==> config.mk <==
export PLATFORM = sky130hd
export DESIGN_NAME = timer_counter
export DESIGN_NICKNAME = d
export VERILOG_FILES = /design/src/rtl/timer_counter_pkg.sv /design/src/rtl/timer_counter.sv
export SDC_FILE = /design/constraint.sdc
export NUM_CORES = 1
export LEC_CHECK = 0
export BUFFER_PORTS_ARGS = -buffer_cell sky130_fd_sc_hd__buf_2
export CELL_PAD_IN_SITES_DETAIL_PLACEMENT = 2
export CELL_PAD_IN_SITES_GLOBAL_PLACEMENT = 2
export CORE_ASPECT_RATIO = 0.7
export CORE_MARGIN = 3
export CORE_UTILIZATION = 30
export DETAILED_ROUTE_END_ITERATION = 8
export PLACE_DENSITY = 0.78
export SKIP_CTS_REPAIR_TIMING = 1
export SLEW_MARGIN = 20
export SYNTH_ARGS = -nofsm -noshare
export SYNTH_HDL_FRONTEND = slang
export SYNTH_SLANG_ARGS = --single-unit
==> constraint.sdc <==
create_clock -name clk -period 4.2 [get_ports clk]
set_clock_uncertainty 0.2 [all_clocks]
set_input_delay 0.42 -clock clk [delete_from_list [all_inputs] [get_ports clk]]
set_output_delay 0.42 -clock clk [all_outputs]
set_load 0.05 [all_outputs]
==> src/rtl/timer_counter_pkg.sv <==
`default_nettype none
// ============================================================================
// Module   : timer_counter_pkg
// Purpose  : Shared constants for the memory-mapped down-counting timer.
//            Provides the register word offsets, the mode encodings, the
//            CTRL field layout, the FSM state encoding and the bus base
//            address of the timer slot.
// Revision : 1.0 - initial release
// ============================================================================

`ifndef TC_BASE
`define TC_BASE 32'h0000_7F00
`endif

package timer_counter_pkg;

  // Register word offsets (DEV_ADDR[4:2])
  localparam logic [2:0] TC_CTRL   = 3'd0;
  localparam logic [2:0] TC_PRESET = 3'd1;
  localparam logic [2:0] TC_COUNT  = 3'd2;
  localparam logic [2:0] TC_STATUS = 3'd3;

  // Mode encodings; 2'b10 and 2'b11 fall back to one-shot
  localparam logic [1:0] TC_MODE_ONESHOT = 2'b00;
  localparam logic [1:0] TC_MODE_RELOAD  = 2'b01;

  // CTRL register layout (bits [3:0]; [31:4] always read as zero)
  typedef struct packed {
    logic       im;
    logic [1:0] mode;
    logic       en;
  } tc_ctrl_t;

  typedef enum logic [1:0] {
    TC_IDLE = 2'd0,
    TC_LOAD = 2'd1,
    TC_CNT  = 2'd2,
    TC_INT  = 2'd3
  } tc_state_e;

endpackage

`default_nettype wire

==> src/rtl/timer_counter.sv <==
`default_nettype none
// ============================================================================
// Module   : timer_counter
// Purpose  : Down-counting timer responder on the CPU device bus. Counts
//            PRESET down to zero, then raises a level interrupt; supports
//            one-shot and auto-reload modes.
// Ports    : clk   - system clock, rising-edge
//            reset - synchronous active-high reset
//            Addr  - register word offset [2:0]
//            WE    - write strobe, sampled on the clock edge
//            DIN   - 32-bit write data
//            DOUT  - 32-bit read data, combinational from Addr
//            IRQ   - interrupt request (pending & CTRL.IM)
// Config   : TIMER_IRQ_STATUS_EN - when defined, offset 3 is a STATUS
//            register reading {31'b0, irq_pend}; any write to it clears
//            the pending interrupt.
// Revision : 1.0 - initial release
// ============================================================================
module timer_counter
  import timer_counter_pkg::*;
(
  input  logic        clk,
  input  logic        reset,
  input  logic [2:0]  Addr,
  input  logic        WE,
  input  logic [31:0] DIN,
  output logic [31:0] DOUT,
  output logic        IRQ
);

  tc_ctrl_t    ctrl_q, ctrl_d;
  logic [31:0] preset_q, preset_d;
  logic [31:0] count_q, count_d;
  logic        irq_pend_q, irq_pend_d;
  tc_state_e   state_q, state_d;

  logic wr_ctrl;
  logic wr_preset;
  logic reload_mode;
  logic irq_set;
  logic irq_clr;

  assign wr_ctrl   = WE && (Addr == TC_CTRL);
  assign wr_preset = WE && (Addr == TC_PRESET);

`ifdef TIMER_IRQ_STATUS_EN
  logic wr_status;
  assign wr_status = WE && (Addr == TC_STATUS);
`else
  logic wr_status;
  assign wr_status = 1'b0;
`endif

  // Only the explicit reload encoding auto-reloads; the spare encodings
  // behave as one-shot.
  always_comb begin
    reload_mode = 1'b0;
    case (ctrl_q.mode)
      TC_MODE_RELOAD:  reload_mode = 1'b1;
      TC_MODE_ONESHOT: reload_mode = 1'b0;
      default:         reload_mode = 1'b0;
    endcase
  end

  // Register writes and the FSM step are resolved together. The FSM acts on
  // the register values already in place (written on earlier edges), so a
  // write landing on this edge only influences the FSM from the next edge.
  always_comb begin
    ctrl_d   = wr_ctrl   ? tc_ctrl_t'(DIN[3:0]) : ctrl_q;
    preset_d = wr_preset ? DIN : preset_q;
    count_d  = count_q;
    state_d  = state_q;
    irq_set  = 1'b0;
    irq_clr  = wr_ctrl || wr_preset || wr_status;

    if (!ctrl_q.en) begin
      // Disabling aborts from any state; COUNT keeps its value.
      state_d = TC_IDLE;
    end else begin
      case (state_q)
        TC_IDLE: state_d = TC_LOAD;
        TC_LOAD: begin
          count_d = preset_q;
          state_d = TC_CNT;
        end
        TC_CNT: begin
          if (count_q != 32'd0) begin
            count_d = count_q - 32'd1;
          end else begin
            state_d = TC_INT;
            irq_set = 1'b1;
          end
        end
        TC_INT: begin
          if (reload_mode) begin
            state_d = TC_LOAD;
            irq_clr = 1'b1;
          end else begin
            state_d = TC_IDLE;
            // A CPU write to CTRL on this edge takes precedence over the
            // hardware self-disable.
            if (!wr_ctrl) begin
              ctrl_d.en = 1'b0;
            end
          end
        end
        default: state_d = TC_IDLE;
      endcase
    end

    // Terminal count on the same edge as a clearing write: the set wins.
    if (irq_set) begin
      irq_pend_d = 1'b1;
    end else if (irq_clr) begin
      irq_pend_d = 1'b0;
    end else begin
      irq_pend_d = irq_pend_q;
    end
  end

  always_ff @(posedge clk) begin
    if (reset) begin
      ctrl_q     <= '0;
      preset_q   <= '0;
      count_q    <= '0;
      irq_pend_q <= 1'b0;
      state_q    <= TC_IDLE;
    end else begin
      ctrl_q     <= ctrl_d;
      preset_q   <= preset_d;
      count_q    <= count_d;
      irq_pend_q <= irq_pend_d;
      state_q    <= state_d;
    end
  end

  always_comb begin
    DOUT = 32'd0;
    case (Addr)
      TC_CTRL:   DOUT = {28'd0, ctrl_q};
      TC_PRESET: DOUT = preset_q;
      TC_COUNT:  DOUT = count_q;
`ifdef TIMER_IRQ_STATUS_EN
      TC_STATUS: DOUT = {31'd0, irq_pend_q};
`else
      TC_STATUS: DOUT = 32'd0;
`endif
      default:   DOUT = 32'd0;
    endcase
  end

  assign IRQ = irq_pend_q && ctrl_q.im;

endmodule

`default_nettype wire
==> impl_metrics.sql, run 1 <==
INSERT INTO impl_metrics (metric_group, metric, value, unit) VALUES
('yosys', 'post_synth_mux_area_share', '0.0196', ''),
('yosys', 'postSynthRegisterBits', '71', ''),
('yosys', 'mappedNetlistNets', '571', ''),
('critical_path', 'cp_launch_type', 'register', ''),
('power_and_ir_drop', 'cell_internal_pwr', '1.31', 'mW'),
('yosys', 'synth-adder-area-share', '0.0122', ''),
('power_and_ir_drop', 'p_clk_frac', '0.541', ''),
('placement', 'dp.final_hpwl', '11.5', 'mm'),
('critical_path', 'crit_required', '4.21', 'ns'),
('yosys', 'avgSynthCellArea', '7.73', 'µm²'),
('clocking', 'numCtsBuffers', '9', ''),
('grt', 'globalRoute.totalOverflow', '0', ''),
('layout', 'antennaDiodeCount', '0', ''),
('clocking', 'clock-root-buffer', 'sky130_fd_sc_hd__clkbuf_16', ''),
('critical_path', 'worstSetupPathDepth', '5', ''),
('layout', 'nets', '616', ''),
('critical_path', 'crit_family', 'simple AND/OR/NAND/NOR gates', ''),
('floorplanning', 'pin_count', '71', ''),
('yosys', 'area_fraction_of_the_dominant_cell_type_after_synthesis', '0.348', ''),
('floorplanning', 'die_width', '146', 'µm'),
('placement', 'place.gp.congestion', '0.853', ''),
('layout', 'finalCoreUtilization', '0.371', ''),
('yosys', 'yosys.cell_count.top_type', 'sky130_fd_sc_hd__nand2_1', ''),
('timing', 'timing.final.max_slew_violations', '0', ''),
('yosys', 'yosys-top-cells-count', '93 x sky130_fd_sc_hd__nand2_1, 71 x sky130_fd_sc_hd__dfxtp_1, 60 x sky130_fd_sc_hd__a21oi_1, 37 x sky130_fd_sc_hd__clkbuf_1, 34 x sky130_fd_sc_hd__nor2_1', ''),
('clocking', 'clock_sinks', '71', ''),
('yosys', 'cell_area_after_synthesis', '4090', 'µm²'),
('critical_path', 'criticalPathCategory', 'register to register', ''),
('critical_path', 'worstReg2RegEnd', 'count_q[29]$_SDFFE_PP0P_', ''),
('critical_path', 'cp-startpoint', 'count_q[4]$_SDFFE_PP0P_', ''),
('worst_hold_path', 'worstHoldPathCells', '3', ''),
('yosys', 'synthTopCellsByArea', 'sky130_fd_sc_hd__dfxtp_1 35%, sky130_fd_sc_hd__nand2_1 8.5%, sky130_fd_sc_hd__a21oi_1 7.3%, sky130_fd_sc_hd__a22o_1 6.0%, sky130_fd_sc_hd__clkbuf_1 3.4%', ''),
('grt', 'largest_net_degree_at_the_start_of_global_routing', '45', ''),
('job', 'cap_violations', '0', ''),
('clocking', 'clkSlewWorstSetupHoldPaths', '0.06', 'ns'),
('worst_hold_path', 'worstHoldPathType', 'input port to register', ''),
('clocking', 'clock_tree_from_tritoncts', 'yes', ''),
('critical_path', 'cp.arrival', '3.28', 'ns'),
('critical_path', 'master_of_the_slowest_instance_on_the_critical_path', 'sky130_fd_sc_hd__and4_1', ''),
('run_status', 'status', 'finished clean', ''),
('floorplanning', 'floorplan.rows', '35', ''),
('worst_hold_path', 'worst_hold_path.endpoint', 'preset_q[12]$_SDFFE_PP0P_', ''),
('power_and_ir_drop', 'vdd_drop_max', '0.000184', 'V'),
('timing', 'setup_total_negative_slack', '0', 'ns'),
('power_and_ir_drop', 'cellPowerDensity', '342', 'nW/µm²'),
('clocking', 'cts-htree-levels', '3', ''),
('grt', 'antenna_violations_before_repair', '0', ''),
('critical_path', 'r2r_slack', '0.93', 'ns'),
('yosys', 'postSynth.topFlopCell', 'sky130_fd_sc_hd__dfxtp_1', ''),
('routing', 'firstDrtPassIters', '5', ''),
('power_and_ir_drop', 'cellLeakagePower', '1.88', 'nW'),
('critical_path', 'worstPathCellList', 'or3_1 > nor4_4 > and4_1 > o311ai_0 > o31ai_1', ''),
('placement', 'placement.io_buffers', '70', ''),
('yosys', 'yosys.area.top_type', 'sky130_fd_sc_hd__dfxtp_1', ''),
('yosys', 'ys_async_sr_fraction', '0', ''),
('floorplanning', 'core_area', '13200', 'µm²'),
('timing', 'rsz0062_at_grt', 'no', ''),
('grt', 'grtUsageTotal', '0.220', ''),
('yosys', 'post_synthesis_simple_gate_area_fraction', '0.270', ''),
('routing', 'post_route_drc_violation_count', '0', ''),
('routing', 'dr_total_vias', '4411', ''),
('critical_path', 'critical_path_max_stage_delay', '0.86', 'ns'),
('yosys', 'synth-edff-count', '0', ''),
('clocking', 'clk_latency', '0.34', 'ns'),
('timing', 'fin_crit_sh', '0.778', ''),
('yosys', 'synth_cells', '529', ''),
('worst_hold_path', 'min_from', 'DIN[12]', ''),
('yosys', 'synth_compound_area_frac', '0.293', ''),
('power_and_ir_drop', 'seqPwrFrac', '0.410', ''),
('timing', 'final-setup-viol-count', '0', ''),
('yosys', 'ys_types', '58', '');
-- state kept, by name, indices dropped and copies added, names as in the netlist --
signal,flops
state_q,2
ctrl_q,4
preset_q,32
count_q,32
irq_pend_q,1
-- power groups by stage --
stage          clock network, mW  logic [mW]  registers (mW)
2_1_floorplan                  0      0.0456           0.700
3_3_place_gp                   0      0.0793           0.703
3_5_place_dp                   0      0.0821           0.703
4_1_cts                    0.928      0.0827           0.688
5_1_grt                    0.954      0.0902           0.689
6_report                   0.908      0.0814           0.688
-- worst max path at each step --
stage,to
floorplan,DOUT[10]
finish,count_q[29]$_SDFFE_PP0P_
CTS,count_q[29]$_SDFFE_PP0P_
global route,count_q[29]$_SDFFE_PP0P_
global placement,count_q[29]$_SDFFE_PP0P_
detailed placement,count_q[29]$_SDFFE_PP0P_
-- cells by family after synthesis --
logic type / Yosys count
AO/OA/AOI/OAI: 173
multiplexers: 8
adder cells (fa/ha/maj): 4
AND/OR/NAND/NOR: 217
buffers and inverters: 56
flip-flops: 71
-- cells in the final DEF (no fill, tap or decap), types with 4 or more instances in the layout --
cell type	count
sky130_fd_sc_hd__clkbuf_16	9
sky130_fd_sc_hd__a22o_1	28
sky130_fd_sc_hd__buf_2	70
sky130_fd_sc_hd__nand2_1	93
sky130_fd_sc_hd__a31oi_1	15
sky130_fd_sc_hd__o21ai_0	6
sky130_fd_sc_hd__inv_1	9
sky130_fd_sc_hd__nor3_1	15
sky130_fd_sc_hd__nand3_1	14
sky130_fd_sc_hd__dfxtp_1	71
sky130_fd_sc_hd__o31ai_1	16
sky130_fd_sc_hd__a21oi_1	60
sky130_fd_sc_hd__nor4_1	6
sky130_fd_sc_hd__nor2_1	34
sky130_fd_sc_hd__nor4_4	4
sky130_fd_sc_hd__or4_1	7
sky130_fd_sc_hd__ha_1	4
sky130_fd_sc_hd__nor2b_1	7
sky130_fd_sc_hd__or3_1	4
sky130_fd_sc_hd__buf_4	11
sky130_fd_sc_hd__o32ai_1	5
sky130_fd_sc_hd__mux2i_1	8
sky130_fd_sc_hd__a22oi_1	4
sky130_fd_sc_hd__a32o_1	4
sky130_fd_sc_hd__o311ai_0	9
sky130_fd_sc_hd__and3_1	6
-- per-stage QoR --
stage,cells,area (µm²),total power [mW],setup WS [ns],hold slack (ns)
after global placement,748,4560,0.782,1.27,0.261
after floorplan,529,4090,0.745,1.40,0.244
final,764,4910,1.68,0.934,0.115
after detailed placement,748,4560,0.786,1.11,0.274
after CTS,764,4910,1.70,1.04,0.107
after global routing,764,4910,1.73,0.787,0.118
-- layout make-up --
class                   count  area [µm²]
fillers                  1566        8320
multi-input cells         402        2440
flip-flops and latches     71        1420
repair buffers             81         433
clock buffers              11         243
well taps                 185         231
clock inverters             5         105
inverters                   9        33.8
-- worst register-to-register path: cells and delay by family, from the launching register on --
family	cells	cell delay [ns]
compound gates	2	0.45
flops	1	0.37
simple gates	3	2.11
-- metal layers --
layer	vias to the layer above	track usage	wire length, µm
li1	2053	-	-
met1	2232	0.309	7950
met2	112	0.353	7520
met3	14	0.0398	765
met4	0	0.0481	155
met5	-	0	0
(Power assumes the default switching activity.)
==> run 2: changes to the inputs <==
--- a/config.mk
+++ b/config.mk
@@ -5,14 +5,15 @@
 export SDC_FILE = /design/constraint.sdc
 export NUM_CORES = 1
 export LEC_CHECK = 0
+export ABC_AREA = 1
 export BUFFER_PORTS_ARGS = -buffer_cell sky130_fd_sc_hd__buf_2
 export CELL_PAD_IN_SITES_DETAIL_PLACEMENT = 2
 export CELL_PAD_IN_SITES_GLOBAL_PLACEMENT = 2
 export CORE_ASPECT_RATIO = 0.7
 export CORE_MARGIN = 3
-export CORE_UTILIZATION = 30
+export CORE_UTILIZATION = 29
 export DETAILED_ROUTE_END_ITERATION = 8
-export PLACE_DENSITY = 0.78
+export PLACE_DENSITY = 0.82
 export SKIP_CTS_REPAIR_TIMING = 1
 export SLEW_MARGIN = 20
 export SYNTH_ARGS = -nofsm -noshare
==> constraint.sdc (replaced) <==
create_clock -name clk -period 3.2 [get_ports clk]
set_clock_uncertainty 0.2 [all_clocks]
set_input_delay 0.32 -clock clk [delete_from_list [all_inputs] [get_ports clk]]
set_output_delay 0.32 -clock clk [all_outputs]
set_load 0.05 [all_outputs]
==> run 2 against run 1 <==
Compared with the run above: largest cell class unchanged; critical endpoint is now count_q[16]$_SDFFE_PP0P_; via count increased by 14%; die area increased by 7.6%; fmax increased by 22%; sequential power increased by 32%; synthesized cell count increased by 36%.
==> impl_metrics.sql, run 2 <==
INSERT INTO impl_metrics (metric_group, metric, value, unit) VALUES
('timing', 'worst_slew_pin_slew', '0.667', 'ns'),
('clocking', 'numCtsBuffers', '9', ''),
('timing', 'setup_total_negative_slack', '0', 'ns'),
('job', 'cap_violations', '0', ''),
('timing', 'fin_crit_sh', '0.836', ''),
('yosys', 'synth-edff-count', '0', ''),
('critical_path', 'worst_r2r_src', 'count_q[0]$_SDFFE_PP0P_', ''),
('timing', 'slew_headroom', '0.555', ''),
('floorplanning', 'dieArea', '16200', 'µm²'),
('critical_path', 'r2r_slack', '0.52', 'ns'),
('layout', 'stdcell_area', '5120', 'µm²'),
('floorplanning', 'floorplan.die.height', '108', 'µm'),
('critical_path', 'cp_launch_type', 'register', ''),
('clocking', 'clkSlewWorstSetupHoldPaths', '0.06', 'ns'),
('critical_path', 'rr_worst_depth', '11', ''),
('yosys', 'synth_compound_area_frac', '0.186', ''),
('grt', 'globalRoute.totalOverflow', '0', ''),
('layout', 'antennaDiodeCount', '0', ''),
('clocking', 'clock_sinks', '71', ''),
('yosys', 'post_synth_mux_area_share', '0', ''),
('floorplanning', 'initial_core_util', '0.302', ''),
('grt', 'global_route_wire_length_before_repair', '30.1', 'mm'),
('yosys', 'synth-seq-area-share', '0.333', ''),
('placement', 'post_dp_cell_area', '4790', 'µm²'),
('placement', 'place.gp.congestion', '0.833', ''),
('yosys', 'area_fraction_of_the_dominant_cell_type_after_synthesis', '0.333', ''),
('floorplanning', 'die_width', '151', 'µm'),
('critical_path', 'criticalPathCategory', 'register to register', ''),
('clocking', 'clk_latency', '0.35', 'ns'),
('worst_hold_path', 'worst_hold_path.endpoint', 'preset_q[28]$_SDFFE_PP0P_', ''),
('yosys', 'yosys.area.top_type', 'sky130_fd_sc_hd__dfxtp_1', ''),
('critical_path', 'crit_required', '3.24', 'ns'),
('layout', 'nets', '817', ''),
('floorplanning', 'pin_count', '71', ''),
('critical_path', 'cp-end-kind', 'register', ''),
('yosys', 'yosys-top-cells-count', '177 x sky130_fd_sc_hd__nand2_1, 133 x sky130_fd_sc_hd__nor2_1, 83 x sky130_fd_sc_hd__inv_1, 71 x sky130_fd_sc_hd__dfxtp_1, 55 x sky130_fd_sc_hd__o21ai_0', ''),
('routing', 'antenna_left', '0', ''),
('grt', 'largest_net_degree_at_the_start_of_global_routing', '60', ''),
('routing', 'firstDrtPassIters', '4', ''),
('grt', 'grtUsageTotal', '0.236', ''),
('critical_path', 'cp.arrival', '2.71', 'ns'),
('routing', 'post_drt_via_cell_ratio', '5.20', ''),
('clocking', 'clock_tree_from_tritoncts', 'yes', ''),
('placement', 'dp.final_hpwl', '13.1', 'mm'),
('worst_hold_path', 'min_from', 'DIN[28]', ''),
('yosys', 'synth_cells', '717', ''),
('layout', 'layout.cells.most_common', 'sky130_fd_sc_hd__nand2_1', ''),
('timing', 'fmaxAchievable', '374', 'MHz'),
('yosys', 'post_synthesis_simple_gate_area_fraction', '0.355', ''),
('timing', 'rsz0062_at_grt', 'no', ''),
('grt', 'antenna_violations_before_repair', '0', ''),
('routing', 'route.final.wire_length', '18.4', 'mm'),
('power_and_ir_drop', 'vdd_drop_max', '0.000204', 'V'),
('grt', 'first_global_vias', '5658', ''),
('yosys', 'postSynth.topFlopCell', 'sky130_fd_sc_hd__dfxtp_1', ''),
('timing', 'timing.hold.ws', '0.0579', 'ns'),
('run_status', 'status', 'finished clean', ''),
('clocking', 'cts-htree-levels', '3', ''),
('worst_hold_path', 'worstHoldPathCells', '3', ''),
('routing', 'post_route_drc_violation_count', '0', ''),
('yosys', 'yosys.cell_count.top_type', 'sky130_fd_sc_hd__nand2_1', ''),
('timing', 'total_count_of_hold_check_failures_in_the_final_report', '0', ''),
('yosys', 'cell_area_after_synthesis', '4270', 'µm²'),
('yosys', 'synth_warnings', '0', ''),
('critical_path', 'master_of_the_slowest_instance_on_the_critical_path', 'sky130_fd_sc_hd__nand2_4', ''),
('critical_path', 'worstPathCellList', 'inv_1 > ha_1 > nand2_2 > nor2_4 > nand3_2 > nor2_1 > nand2_1 > nand2_4 > nand2_1 > nand2_1 > nor2_1', ''),
('worst_hold_path', 'worstHoldPathType', 'input port to register', ''),
('timing', 'timing.final.max_slew_violations', '0', ''),
('yosys', 'synthTopCellsByArea', 'sky130_fd_sc_hd__dfxtp_1 33%, sky130_fd_sc_hd__nand2_1 16%, sky130_fd_sc_hd__nor2_1 12%, sky130_fd_sc_hd__inv_1 7.3%, sky130_fd_sc_hd__o21ai_0 6.4%', ''),
('critical_path', 'critical_path_max_stage_delay', '0.47', 'ns'),
('yosys', 'avgSynthCellArea', '5.95', 'µm²'),
('power_and_ir_drop', 'cellPowerDensity', '430', 'nW/µm²'),
('layout', 'final_layout_size_suffix_gt1_frac', '0.136', ''),
('yosys', 'yosys.area_share.xor_xnor', '0.00410', ''),
('floorplanning', 'floorplan.rows', '36', ''),
('floorplanning', 'core_area', '14100', 'µm²'),
('routing', 'dr_total_vias', '5040', ''),
('placement', 'placement.io_buffers', '70', ''),
('clocking', 'cts_buffer_depth', '2', ''),
('yosys', 'synth-adder-area-share', '0.0117', ''),
('routing', 'drt-wirelength-per-cell', '19.0', 'µm'),
('critical_path', 'path_max_fanout', '45', ''),
('power_and_ir_drop', 'cellLeakagePower', '2.53', 'nW'),
('critical_path', 'worst_path_most_repeated_cell', 'sky130_fd_sc_hd__nand2_1', ''),
('yosys', 'synth_top_family_by_area', 'simple AND/OR/NAND/NOR gates', ''),
('yosys', 'ys_types', '29', ''),
('layout', 'biggestRegsByFlops', 'count_q: 32 flops, preset_q: 32 flops, ctrl_q: 4 flops', ''),
('layout', 'layout.cells.most_common_list', '176 x sky130_fd_sc_hd__nand2_1, 133 x sky130_fd_sc_hd__nor2_1, 83 x sky130_fd_sc_hd__inv_1', ''),
('timing', 'finalWorstPathRequiredPeriod', '2.68', 'ns'),
('routing', 'detailedRoute.firstIterationViolations', '229', ''),
('layout', 'syn_to_layout_area_delta', '19.9', '%'),
('timing', 'final-setup-viol-count', '0', ''),
('yosys', 'postSynthRegisterBits', '71', ''),
('yosys', 'mappedNetlistNets', '759', ''),
('power_and_ir_drop', 'total_power', '2.20', 'mW'),
('clocking', 'clock-root-buffer', 'sky130_fd_sc_hd__clkbuf_16', ''),
('yosys', 'ys_async_sr_fraction', '0', ''),
('critical_path', 'worstReg2RegEnd', 'count_q[16]$_SDFFE_PP0P_', '');
[run 2: cell types whose count changed after synthesis, sizes merged, moves of 14 or more]
cell,change
nor2,+102
nand2,+86
inv,+76
o21ai,+52
nand3,+35
o22ai,+30
a22o,-28
o31ai,-16
clkbuf,-15
a31oi,-14
nor3,-14
[run 2: worst max-delay path by stage]
stage / cells past startpoint / startpoint / slack [ns] / end
2_1_floorplan: 6 / Addr[1] / 0.93 / DOUT[10]
3_3_place_gp: 7 / Addr[1] / 0.74 / preset_q[23]$_SDFFE_PP0P_
3_5_place_dp: 7 / Addr[1] / 0.59 / preset_q[29]$_SDFFE_PP0P_
4_1_cts: 11 / count_q[0]$_SDFFE_PP0P_ / 0.54 / count_q[16]$_SDFFE_PP0P_
5_1_grt: 10 / count_q[0]$_SDFFE_PP0P_ / 0.33 / count_q[1]$_SDFFE_PP0P_
6_report: 11 / count_q[0]$_SDFFE_PP0P_ / 0.52 / count_q[16]$_SDFFE_PP0P_
[run 2: final cells by class]
cell class,instances,area (µm²)
Fill cell,1847,9030
Multi-Input combinational cell,527,2390
Sequential cell,71,1420
Timing Repair Buffer,80,425
Inverter,86,323
Tap cell,190,238
Clock buffer,10,229
Clock inverter,6,93.8
[run 2: cell families after synthesis]
family / count (synthesis)
buffers and inverters: 119
AO/OA/AOI/OAI: 147
XOR/XNOR: 2
adder cells (fa/ha/maj): 4
AND/OR/NAND/NOR: 374
flip-flops: 71
[run 2: where the power goes]
group          total [mW]  internal (mW)  switching (mW)
combinational       0.165         0.0517           0.114
clock                1.13          0.689           0.439
sequential          0.909          0.901         0.00898
[run 2: worst max-delay path: cells and delay by family (launching register included)]
kind / cells / cell delay (ns)
AND/OR/NAND/NOR: 9 / 1.56
flip-flops: 1 / 0.33
buffers and inverters: 1 / 0.16
adder cells (fa/ha/maj): 1 / 0.29
[run 2: metal layers]
layer,track usage,part of all wire,up-vias
li1,-,-,2425
met1,0.311,0.48,2491
met2,0.401,0.46,99
met3,0.0366,0.040,25
met4,0.0621,0.018,0
met5,0,0,-
[run 2: stage by stage]
stage                     setup WS [ns]  utilization  std cells
final                             0.524        0.362        970
after floorplan                   0.926            -        717
after global routing              0.333        0.362        970
after CTS                         0.542        0.361        970
after detailed placement          0.591        0.339        954
after global placement            0.738        0.339        954
